## config.mk

```make
export PLATFORM = sky130hd
export DESIGN_NAME = inst_fetch_queue
export DESIGN_NICKNAME = d
export VERILOG_FILES = /design/src/rtl/inst_fetch_queue.sv
export SDC_FILE = /design/constraint.sdc
export NUM_CORES = 1
export LEC_CHECK = 0
export BUFFER_PORTS_ARGS = -buffer_cell sky130_fd_sc_hd__buf_2
export CAP_MARGIN = 20
export CORE_MARGIN = 2
export CORE_UTILIZATION = 41
export CTS_BUF_LIST = sky130_fd_sc_hd__clkbuf_8
export CTS_CLUSTER_SIZE = 14
export DETAILED_ROUTE_END_ITERATION = 16
export PLACE_DENSITY = 0.65
export SYNTH_ARGS = -nofsm -noshare
export SYNTH_HDL_FRONTEND = slang
export SYNTH_SLANG_ARGS = --single-unit
export TNS_END_PERCENT = 100
```

## constraint.sdc

```tcl
create_clock -name clk -period 2.1 [get_ports clk]
set_input_delay 0.315 -clock clk [delete_from_list [all_inputs] [get_ports clk]]
set_output_delay 0.315 -clock clk [all_outputs]
set_load 0.01 [all_outputs]
```

## src/rtl/inst_fetch_queue.sv

```systemverilog
// inst_fetch_queue: fetch stage between the PC register and the decoder.
// Issues one word-aligned request at a time to instruction memory
// (req/gnt/rvalid) and buffers each returned word, together with its PC,
// in a DEPTH-entry FIFO. A redirect flushes the FIFO and marks any
// in-flight response as stale so it is dropped when it returns.
//
// Build option: define FETCH_ALIGN_CHECK_EN to turn a misaligned fetch
// address into a faulting queue entry instead of a memory request.
module inst_fetch_queue #(
    parameter int DEPTH = 4,
    parameter int AW    = 32
) (
    input  logic          clk,
    input  logic          reset,
    input  logic [AW-1:0] pc_in,
    input  logic          pc_valid,
    output logic          pc_ack,
    input  logic          redirect,
    output logic          imem_req,
    output logic [AW-1:0] imem_addr,
    input  logic          imem_gnt,
    input  logic          imem_rvalid,
    input  logic [31:0]   imem_rdata,
    output logic          inst_valid,
    input  logic          inst_ready,
    output logic [31:0]   inst,
    output logic [AW-1:0] inst_pc,
    output logic          inst_fault
);

    localparam int PW = $clog2(DEPTH);
    localparam int CW = $clog2(DEPTH) + 1;

    // Memory-side transaction tracker: idle, waiting for a live response,
    // or waiting for a response that a redirect has made stale.
    typedef enum logic [1:0] {
        S_IDLE,
        S_WAIT,
        S_DROP
    } fetch_state_t;

    fetch_state_t    state;
    logic [AW-1:0]   req_pc;

    logic [PW-1:0]   rd_ptr;
    logic [PW-1:0]   wr_ptr;
    logic [CW-1:0]   count;

    logic [31:0]     q_inst  [DEPTH];
    logic [AW-1:0]   q_pc    [DEPTH];
    logic [DEPTH-1:0] q_fault;

    logic            outstanding;
    logic            drop;
    logic            has_space;
    logic            misaligned;
    logic            can_issue;
    logic            fault_take;
    logic            rsp_take;
    logic            push;
    logic            pop;
    logic [31:0]     push_inst;
    logic [AW-1:0]   push_pc;
    logic            push_fault;

    assign outstanding = (state != S_IDLE);
    assign drop        = (state == S_DROP);

    // Room is counted including the request still in flight, so a returning
    // response always has a free slot waiting for it.
    assign has_space = (count + CW'(outstanding)) < CW'(DEPTH);

`ifdef FETCH_ALIGN_CHECK_EN
    assign misaligned = (pc_in[1:0] != 2'b00);
`else
    assign misaligned = 1'b0;
`endif

    // Gating with reset keeps the handshake quiet while the block is held
    // in reset, even if the PC stage is already presenting an address.
    assign can_issue  = reset & pc_valid & ~redirect & ~outstanding & has_space;
    assign imem_req   = can_issue & ~misaligned;
    assign fault_take = can_issue & misaligned;
    assign imem_addr  = {pc_in[AW-1:2], 2'b00};
    assign pc_ack     = (imem_req & imem_gnt) | fault_take;

    // A response is only kept if it belongs to the live request and the
    // same cycle is not flushing the queue.
    assign rsp_take = imem_rvalid & outstanding & ~drop & ~redirect;
    assign push     = rsp_take | fault_take;
    assign pop      = inst_valid & inst_ready & ~redirect;

    // Fault entries and memory responses never coincide: a fault needs no
    // outstanding request, a response needs one.
    assign push_inst  = fault_take ? 32'h0 : imem_rdata;
    assign push_pc    = fault_take ? pc_in : req_pc;
    assign push_fault = fault_take;

    // Head of the queue drives the decoder directly; no bypass from memory.
    assign inst_valid = (count != '0);
    assign inst       = q_inst[rd_ptr];
    assign inst_pc    = q_pc[rd_ptr];
    assign inst_fault = q_fault[rd_ptr];

    // Track the single outstanding request and whether its response is stale.
    // NOTE: sequential state uses non-blocking assignments so every flop
    // samples the pre-edge values regardless of statement order.
    always_ff @(posedge clk or negedge reset) begin
        if (!reset) begin
            state  <= S_IDLE;
            req_pc <= '0;
        end else begin
            case (state)
                S_IDLE: begin
                    if (imem_req && imem_gnt) begin
                        state  <= S_WAIT;
                        req_pc <= pc_in;
                    end
                end
                S_WAIT: begin
                    if (imem_rvalid) begin
                        state <= S_IDLE;
                    end else if (redirect) begin
                        state <= S_DROP;
                    end
                end
                S_DROP: begin
                    if (imem_rvalid) begin
                        state <= S_IDLE;
                    end
                end
                default: state <= S_IDLE;
            endcase
        end
    end

    // Queue pointers and occupancy; a redirect empties the queue outright.
    always_ff @(posedge clk or negedge reset) begin
        if (!reset) begin
            rd_ptr <= '0;
            wr_ptr <= '0;
            count  <= '0;
        end else if (redirect) begin
            rd_ptr <= '0;
            wr_ptr <= '0;
            count  <= '0;
        end else begin
            if (push) begin
                wr_ptr <= wr_ptr + PW'(1);
            end
            if (pop) begin
                rd_ptr <= rd_ptr + PW'(1);
            end
            case ({push, pop})
                2'b10:   count <= count + CW'(1);
                2'b01:   count <= count - CW'(1);
                default: count <= count;
            endcase
        end
    end

    // Entry storage, written at the tail.
    // NOTE: the storage is reset as well so the head outputs read zero
    // during reset instead of whatever was last buffered.
    always_ff @(posedge clk or negedge reset) begin
        if (!reset) begin
            for (int i = 0; i < DEPTH; i++) begin
                q_inst[i] <= '0;
                q_pc[i]   <= '0;
            end
            q_fault <= '0;
        end else if (push) begin
            q_inst[wr_ptr]  <= push_inst;
            q_pc[wr_ptr]    <= push_pc;
            q_fault[wr_ptr] <= push_fault;
        end
    end

    // Structural invariants of the queue and the issue handshake.
    a_count_bound : assert property (@(posedge clk) disable iff (!reset)
        count <= CW'(DEPTH));
    a_no_overflow : assert property (@(posedge clk) disable iff (!reset)
        (push && !pop) |-> (count < CW'(DEPTH)));
    a_ack_not_on_redirect : assert property (@(posedge clk) disable iff (!reset)
        redirect |-> !pc_ack);
    a_req_aligned : assert property (@(posedge clk) disable iff (!reset)
        imem_req |-> (imem_addr[1:0] == 2'b00));

endmodule

```

## Word-level counts from Yosys, hierarchy flattened

Index checks and enable logic that the tools add are counted.

| storage, ports and cells | value |
|---|---|
| output and inout bits | 100 |
| input port bits | 71 |
| flip-flop bits (word level) | 301 |

| cells by class | value |
|---|---|
| bitwise logic cells | 17 |
| $add $sub $neg | 5 |
| eq/ne operators | 7 |
| reductions and logical operators | 11 |
| magnitude comparators | 7 |
| mux-type cells | 25 |

Operator list:

| cell | number |
|---|---|
| $bwmux W128 | 2 |
| $mux W32 | 5 |
| $bmux W32 S2 | 2 |
| $demux W32 S2 | 1 |
| $mux W2 | 8 |
| $and A1 B1 Y1 | 10 |
| $ge A3 B3 Y1 const B | 2 |
| $lt A2 B3 Y1 const B | 2 |
| $not A2 Y3 | 2 |
| $pmux W2 S3 | 1 |
| $pmux W3 S2 | 1 |
| $reduce_bool A2 Y1 | 3 |
| $reduce_bool A3 Y1 | 2 |
| $add A2 B1 Y2 const B | 2 |
| $and A4 B4 Y4 | 1 |
| $eq A2 B1 Y1 const B | 2 |
| $eq A2 B2 Y1 const B | 2 |
| $ne A2 B2 Y1 const B | 2 |
| $not A4 Y4 | 1 |
| $add A3 B1 Y3 | 1 |
| $add A3 B1 Y3 const B | 1 |
| $logic_and A1 B1 Y1 | 3 |
| $lt A3 B1 Y1 const B | 1 |
| $lt A3 B3 Y1 const B | 1 |
| other kinds (11) | 14 |

## Logic depth before layout (Yosys ltp)

Gate-level depths: netlist of run 1.

| depth | value |
|---|---|
| depth in word-level cells | 7 |
| depth in mapped cells | 8 |
| gate-level depth less buffers | 8 |

## Least setup slack after synthesis of run 1

No wires, ideal clock.

| timing | value |
|---|---|
| path type | register -> register |
| start point | register count[0] |
| end point | register count[2] |
| library setup time | 0.082 ns |
| setup slack | -0.108 ns |
| path buffers | 0 |
| arrival time | 2.126 ns |
| data required time | 2.018 ns |
| cell stages (with the launch flop) | 7 |
| path through | dfrtp_1 or3_1 nand2_1 nor3_1 fa_1 or4_1 a31oi_1 |

| on the way | value |
|---|---|
| cells in the longest elaborated chain, start to end | 6 |
| elaborated cells between the ends (all ways) | 10 |

RTL lines:

| what | line | RTL |
|---|---|---|
| from (decl) | 47 | `logic [CW-1:0] count;` |
| from (signal assigned) | 155 | `2'b10: count <= count + CW'(1);` |
| from (signal assigned) | 156 | `2'b01: count <= count - CW'(1);` |
| from (signal assigned) | 157 | `default: count <= count;` |
| $reduce_bool A3 Y1 (*) | 100 | `assign inst_valid = (count != '0);` |
| named net inst_valid | 24 | `output logic inst_valid,` |
| $and A1 B1 Y1 (*) (2 in a row) | 91 | `assign pop = inst_valid & inst_ready & ~redirect;` |
| $eq A2 B1 Y1 or $eq A2 B2 Y1 (tied branches) | 154 | `case ({push, pop})` |
| $pmux W3 S2 | 154 |  |
| $mux W3 | 143 | `end else if (redirect) begin` |

The timed path passes the listed nets; every way through them passes the cells marked *.
A chain may end at the register's enable or synchronous reset.

## Worst setup path after layout of run 1

| timing | value |
|---|---|
| start point | register rd_ptr[0] |
| end point | output inst[8] |

| on the way | value |
|---|---|
| cells in the longest elaborated chain, start to end | 4 |

RTL lines:

| what | line | RTL |
|---|---|---|
| from (decl) | 45 | `logic [PW-1:0] rd_ptr;` |
| from (signal assigned) | 152 | `rd_ptr <= rd_ptr + PW'(1);` |
| $not A2 Y3 (implied by the code) | 101 | `assign inst = q_inst[rd_ptr];` |
| $bmux W32 S2 | 101 |  |
| $mux W32 (implied by the code) (2 in a row) | 101 |  |
| to (decl) | 26 | `output logic [31:0] inst,` |

Every way passes these cells. The select of a mux whose other input is x is not followed.

==> flow_summary.yaml, run 1 <==
sta:
  relSlewSlack_pct: 43.3
  setup_viol: 68
  worst_pin_slew_ps: 850
  rsz0062_at_grt: "yes"
  finClkSkew_ps: 31.4
  period_minus_slack_ps: 2380
  finalHoldViolCount: 0
  setup_tns_ps: -15450
  max_freq_ghz: 0.420
  fin_crit_sh_pct: 113
  worst_slack_ps: -283
  drv_slew: 0
finish:
  nets: 1105
  antenna_cells: 0
  syn_to_final_growth_pct: 25.6
  fin_area_um2: 16800
  drive_gt1_share_pct: 61.8
die:
  design.die.area_um2: 34100
  start_util_pct: 41.4
  rows: 66
  fp.dieH_um: 185
  core_um2: 32400
  die_width_um: 185
  io_pins: 171
route:
  wl_per_cell_um: 18.8
  dr.pass1.iters: 4
  finalWirelength_um: 28300
  drt_iter0_markers: 253
  vias: 7569
  drc: 0
  antenna_left: 0
  viasPerCell: 5.02
power_and_ir_drop:
  vdd_ir_drop_max_mv: 0.395
  cellLeakagePower_nw: 8.35
  p_per_area_nw_per_um2: 846
clock_tree:
  cts_buffers: 51
  cts.path.max_buffers: 3
  cts_tree: "built"
  clkLatencyLatePin_ps: 580
  htreeDepth: 2
  clock-sinks: 301
  ctsRootBufferMaster: "clkbuf_8"
  clkTransAtPathRegs_ps: 60
placed_design:
  port_buffers: 168
  hpwl_um: 16300
  place_congestion: 0.778
  place_area_um2: 14600
synthesis:
  yosysSeqAreaShare_pct: 56.2
  yosysWarnings: 0
  yosys.cell_types.count: 35
  avgSynthCellArea_um2: 16.8
  ys_ff_latch: 301
  netlist_area_um2: 13400
  syn_inst: 796
min_path:
  holdCritPathClass: "in -> reg"
worst_setup_path:
  path_max_fanout: 7
  worstPathRequired_ps: 1780
  start_kind: "flip-flop"
  crit_path_end_kind: "output pin"
  criticalPathCategory: "reg -> out"
  critPathArrivalTime_ps: 2070
global_routing:
  grt_pass1_wl_um: 44200
  grt_util_all_layers_pct: 16.8
  grt_max_degree: 151
  first_global_vias: 7923
  grt_overflow: 0
  antenna_found_initial: 2
run:
  maxCapViolations: 0
run_status:
  violations: "setup timing"
  status: "finished, violations left"
## cell type report
class	instances	area, µm²
well taps	442	553
clock buffers	66	908
flip-flops and latches	301	7540
fillers	2726	15600
inverters	4	20.0
repair buffers	260	2420
multi-input cells	411	5280
clock inverters	23	100
## repair_timing
item	in CTS	in global routing
setup endpoints to repair	67	69
resized for setup	50	46
hold buffers	45	0
hold endpoints to repair	327	0
setup buffers	11	6
pin swaps	2	8
gates cloned	4	2
## kinds of logic (layout without fill, tap and decap cells)
| kind of cell | Yosys count | after routing | synth area share, % |
|---|---|---|---|
| flip-flops | 301 | 301 | 56.2 |
| adder cells (fa/ha/maj) | 5 | 5 | 0.523 |
| buffers and inverters | 85 | 353 | 4.99 |
| other | 1 | 2 | 0.0280 |
| AND/OR/NAND/NOR | 35 | 35 | 1.47 |
| multiplexers | 354 | 354 | 36.0 |
| AO/OA/AOI/OAI | 11 | 11 | 0.495 |
| XOR/XNOR | 4 | 4 | 0.262 |
## placed cells by master, fill, tap and decap left out, types with 4 or more instances in the layout
master,n
dfrtp_1,298
mux2_2,260
buf_2,108
clkbuf_8,66
mux4_2,65
buf_6,64
dlygate4sd3_1,45
mux2_4,28
inv_1,20
buf_12,17
buf_4,16
buf_16,6
and2_1,5
nor2_1,5
nand2_1,5
nand3_1,4
nand2_4,4
ha_1,4
clkinv_2,4
## routing by layer
layer | GRT usage, % | part of all wire (%) | wire length [µm] | vias up
met5 | 0 | 0.039 | 11 | -
met4 | 5.08 | 1.9 | 545 | 2
met3 | 3.44 | 4.5 | 1280 | 49
met2 | 27.7 | 49 | 13900 | 163
met1 | 22.5 | 44 | 12500 | 3964
li1 | - | - | - | 3391
## cell usage after synthesis
cell type,count,share of area [%]
nor2_1,5,0.14
mux2_4,28,3.1
a21oi_1,2,0.075
mux4_2,65,11
buf_1,2,0.056
buf_4,36,2.0
nand4b_1,1,0.065
nor4_1,1,0.047
ha_1,4,0.37
or3_1,1,0.047
nand3b_2,1,0.084
nand3b_1,3,0.17
nor3_1,1,0.037
xnor2_1,2,0.13
nor2_2,1,0.047
o21ba_2,1,0.075
buf_2,9,0.34
and3_2,1,0.056
o41ai_1,1,0.065
mux2_2,260,22
nand2_1,9,0.25
fa_1,1,0.15
mux2i_1,1,0.075
conb_1,1,0.028
inv_1,4,0.11
and2_1,5,0.23
dfrtp_1,301,56
o21ai_0,5,0.19
or4_1,1,0.056
xor2_1,2,0.13
buf_6,27,2.3
nand2_4,1,0.084
a31oi_1,2,0.093
clkbuf_1,7,0.20
nand3_1,4,0.15
## flip-flops by register name, indices dropped and copies added, names as in the netlist
name	flops
rd_ptr	2
q_pc	128
state	2
push_pc	32
wr_ptr	2
q_inst	128
count	3
q_fault	4
## per-stage QoR
stage	setup WS (ps)	power [W]	hold slack, ps	std cells	utilization (%)
3_3_place_gp	104	0.00874	412	1352	45.2
6_report	-283	0.0142	30.7	1507	52.0
2_1_floorplan	14.2	0.00795	19.4	797	-
5_1_grt	-357	0.0150	10.3	1507	52.0
4_1_cts	-354	0.0143	0.0464	1501	51.1
3_5_place_dp	46.3	0.00879	410	1352	45.2
## report_power, final
part	leakage [nW]	total [W]	switching [W]	internal, W
clock	0.585	0.00506	0.00227	0.00280
sequential	4.07	0.00672	0.000386	0.00633
combinational	3.70	0.00245	0.000906	0.00155
total	8.35	0.0142	0.00356	0.0107
## worst paths after layout
check / slack (ps) / end / depth (start not counted) / from
setup / recovery: -280 / inst[8] / 4 / rd_ptr[0]$_DFFE_PN0P_
hold / removal: 30 / q_inst[47]$_DFFE_PN0P_ / 2 / imem_rdata[15]
setup reg to reg: -70 / count[2]$_DFFE_PN0P_ / 8 / count[2]$_DFFE_PN0P_
hold reg to reg: 490 / q_fault[2]$_DFFE_PN0P_ / 1 / q_fault[2]$_DFFE_PN0P_
max in group asynchronous: 860 / rd_ptr[1]$_DFFE_PN0P_ / 3 / reset
min in group asynchronous: 410 / q_inst[50]$_DFFE_PN0P_ / 3 / reset
## critical path, cell delays in order, from the launching register on
cell     delay [ps]
dfrtp_4         500
buf_6           160
buf_16          140
mux4_2          540
buf_6           140
Note: power is estimated with default switching activity, not from simulation.
==> inputs of run 2 (changes only) <==
Settings changed: CORE_MARGIN 2 to 3.
==> run 2 against run 1 <==
  * The flow still finishes with violations (setup timing)
  * Largest cell class unchanged
  * Critical endpoint is now inst_pc[11]
  * Sequential power hardly changed
  * Core utilization fell by 1.2 points
  * Clock-buffer cell count fell by 4
  * Largest power group unchanged
==> flow_summary.yaml, run 2 (synthesized netlist as in run 1, its figures left out) <==
finish:
  fillers: 2696
  finish.utilization_pct: 50.8
  syn_to_final_growth_pct: 20.9
  final_cell_mix: "dfrtp_1 (299), mux2_2 (260), buf_2 (146), mux4_2 (65), clkbuf_8 (62)"
  seqCellArea_um2: 7540
  antenna_cells: 0
  layout_commonest_cell: "dfrtp_1"
  drive_gt1_share_pct: 60.5
  multi_input_comb_area_um2: 5260
  nets: 1082
clock_tree:
  cts.path.max_buffers: 3
  cts_tree: "built"
  clock-sinks: 301
  htreeDepth: 2
  cts_buffers: 51
  ctsRootBufferMaster: "clkbuf_8"
  clkLatencyLatePin_ps: 550
  clkTransAtPathRegs_ps: 60
sta:
  max_freq_ghz: 0.432
  drv_slew: 0
  relSlewSlack_pct: 41.1
  worst_slack_ps: -214
  period_minus_slack_ps: 2310
  finalHoldViolCount: 0
  rsz0062_at_grt: "yes"
  fin_crit_sh_pct: 110
  setup_viol: 65
  setup_tns_ps: -11360
  finClkSkew_ps: 10.3
  worst_pin_slew_ps: 884
die:
  design.die.area_um2: 34900
  io_pins: 171
  fp.dieH_um: 187
  core_um2: 31900
  rows: 65
  start_util_pct: 42.0
  die_width_um: 187
global_routing:
  first_global_vias: 8110
  grt_util_all_layers_pct: 15.8
  grt_max_degree: 131
  grt_pass1_wl_um: 44700
  grt_overflow: 0
  antenna_found_initial: 1
route:
  antenna_left: 0
  vias: 7383
  drt_iter0_markers: 249
  finalWirelength_um: 27300
  dr.pass1.iters: 4
  wl_per_cell_um: 18.4
  viasPerCell: 4.99
  drc: 0
power_and_ir_drop:
  seq_power_share_pct: 47.7
  cellLeakagePower_nw: 8.16
  pwr-share-comb_pct: 15.4
  intPower_w: 0.0105
  switchingPower_w: 0.00351
  clkPwrFrac_pct: 36.8
  swShare_pct: 25.0
  p_per_area_nw_per_um2: 868
  vdd_ir_drop_max_mv: 0.525
worst_setup_path:
  path_max_fanout: 24
  crit_path_end_kind: "output pin"
  critPathArrivalTime_ps: 2000
  criticalPathCategory: "reg -> out"
  worstPathRequired_ps: 1780
  start_kind: "flip-flop"
run_status:
  status: "finished, violations left"
  violations: "setup timing"
placed_design:
  place_congestion: 0.717
  hpwl_um: 16600
  port_buffers: 168
min_path:
  holdCritPathClass: "in -> reg"
run:
  maxCapViolations: 0
[run 2: cell count changes in the layout (fill, tap and decap cells not counted), moves of 2 or more]
cell           delta
buf_6            -43
buf_2            +38
inv_1             +8
buf_16            -5
dlygate4sd3_1     -5
clkbuf_8          -4
buf_4             -3
buf_12            -2
bufinv_16         +2
clkbuf_16         -2
[run 2: cell type report]
type / instances / area share, %
Sequential cell: 301 / 46.6
Multi-Input combinational cell: 411 / 32.5
Timing Repair Buffer: 237 / 11.2
Clock buffer: 62 / 5.27
Tap cell: 435 / 3.36
Clock inverter: 31 / 1.10
Inverter: 4 / 0.0927
[run 2: power by group through the flow]
stage               clock network, W  logic (W)  registers (W)
floorplan                          0    0.00128        0.00667
global placement                   0    0.00195        0.00679
detailed placement                 0    0.00198        0.00681
CTS                          0.00537    0.00209        0.00671
global route                 0.00565    0.00234        0.00679
finish                       0.00518    0.00217        0.00671
[run 2: worst max-delay path, stage by stage, from the launching register on]
cell     delay, ps
dfrtp_4        470
buf_16         230
mux4_2         580
buf_6          150
[run 2: routing by layer]
layer	GRT usage, %	vias to the layer above	wire length (µm)
met2	27.1	162	13600
met3	3.33	49	1140
met1	20.5	3842	12100
li1	-	3328	-
met5	0	-	7
met4	4.19	2	486
[run 2: timing repair]
action / in CTS / in global routing
resized for setup: 15 / 19
hold buffers: 40 / 0
gates cloned: 0 / 0
buffers inserted: 2 / 0
endpoints found under the hold margin: 278 / 0
pin swaps: 0 / 3
setup endpoints to repair: 67 / 68
[run 2: final timing paths]
check	from	slack (ps)	cells after the start	end
worst max-delay path	rd_ptr[0]$_DFFE_PN0P_	-210	3	inst_pc[11]
worst min-delay path	imem_rdata[28]	40	2	q_inst[124]$_DFFE_PN0P_
worst max register to register	count[2]$_DFFE_PN0P_	100	6	count[2]$_DFFE_PN0P_
worst min register to register	q_fault[3]$_DFFE_PN0P_	480	1	q_fault[3]$_DFFE_PN0P_
max in group asynchronous	reset	740	3	rd_ptr[0]$_DFFE_PN0P_
min in group asynchronous	reset	550	3	q_pc[65]$_DFFE_PN0P_
[run 2: metrics by stage]
stage          cells  power (W)  setup WS [ps]  hold WS, ps  cell area [µm²]
6_report        1481     0.0141           -214         42.2            16200
4_1_cts         1481     0.0142           -280        0.640            16100
3_3_place_gp    1346    0.00874           72.9          465            14600
2_1_floorplan    797    0.00795           14.2         19.4            13400
5_1_grt         1481     0.0148           -314         12.4            16200
3_5_place_dp    1346    0.00879           70.3          466            14600
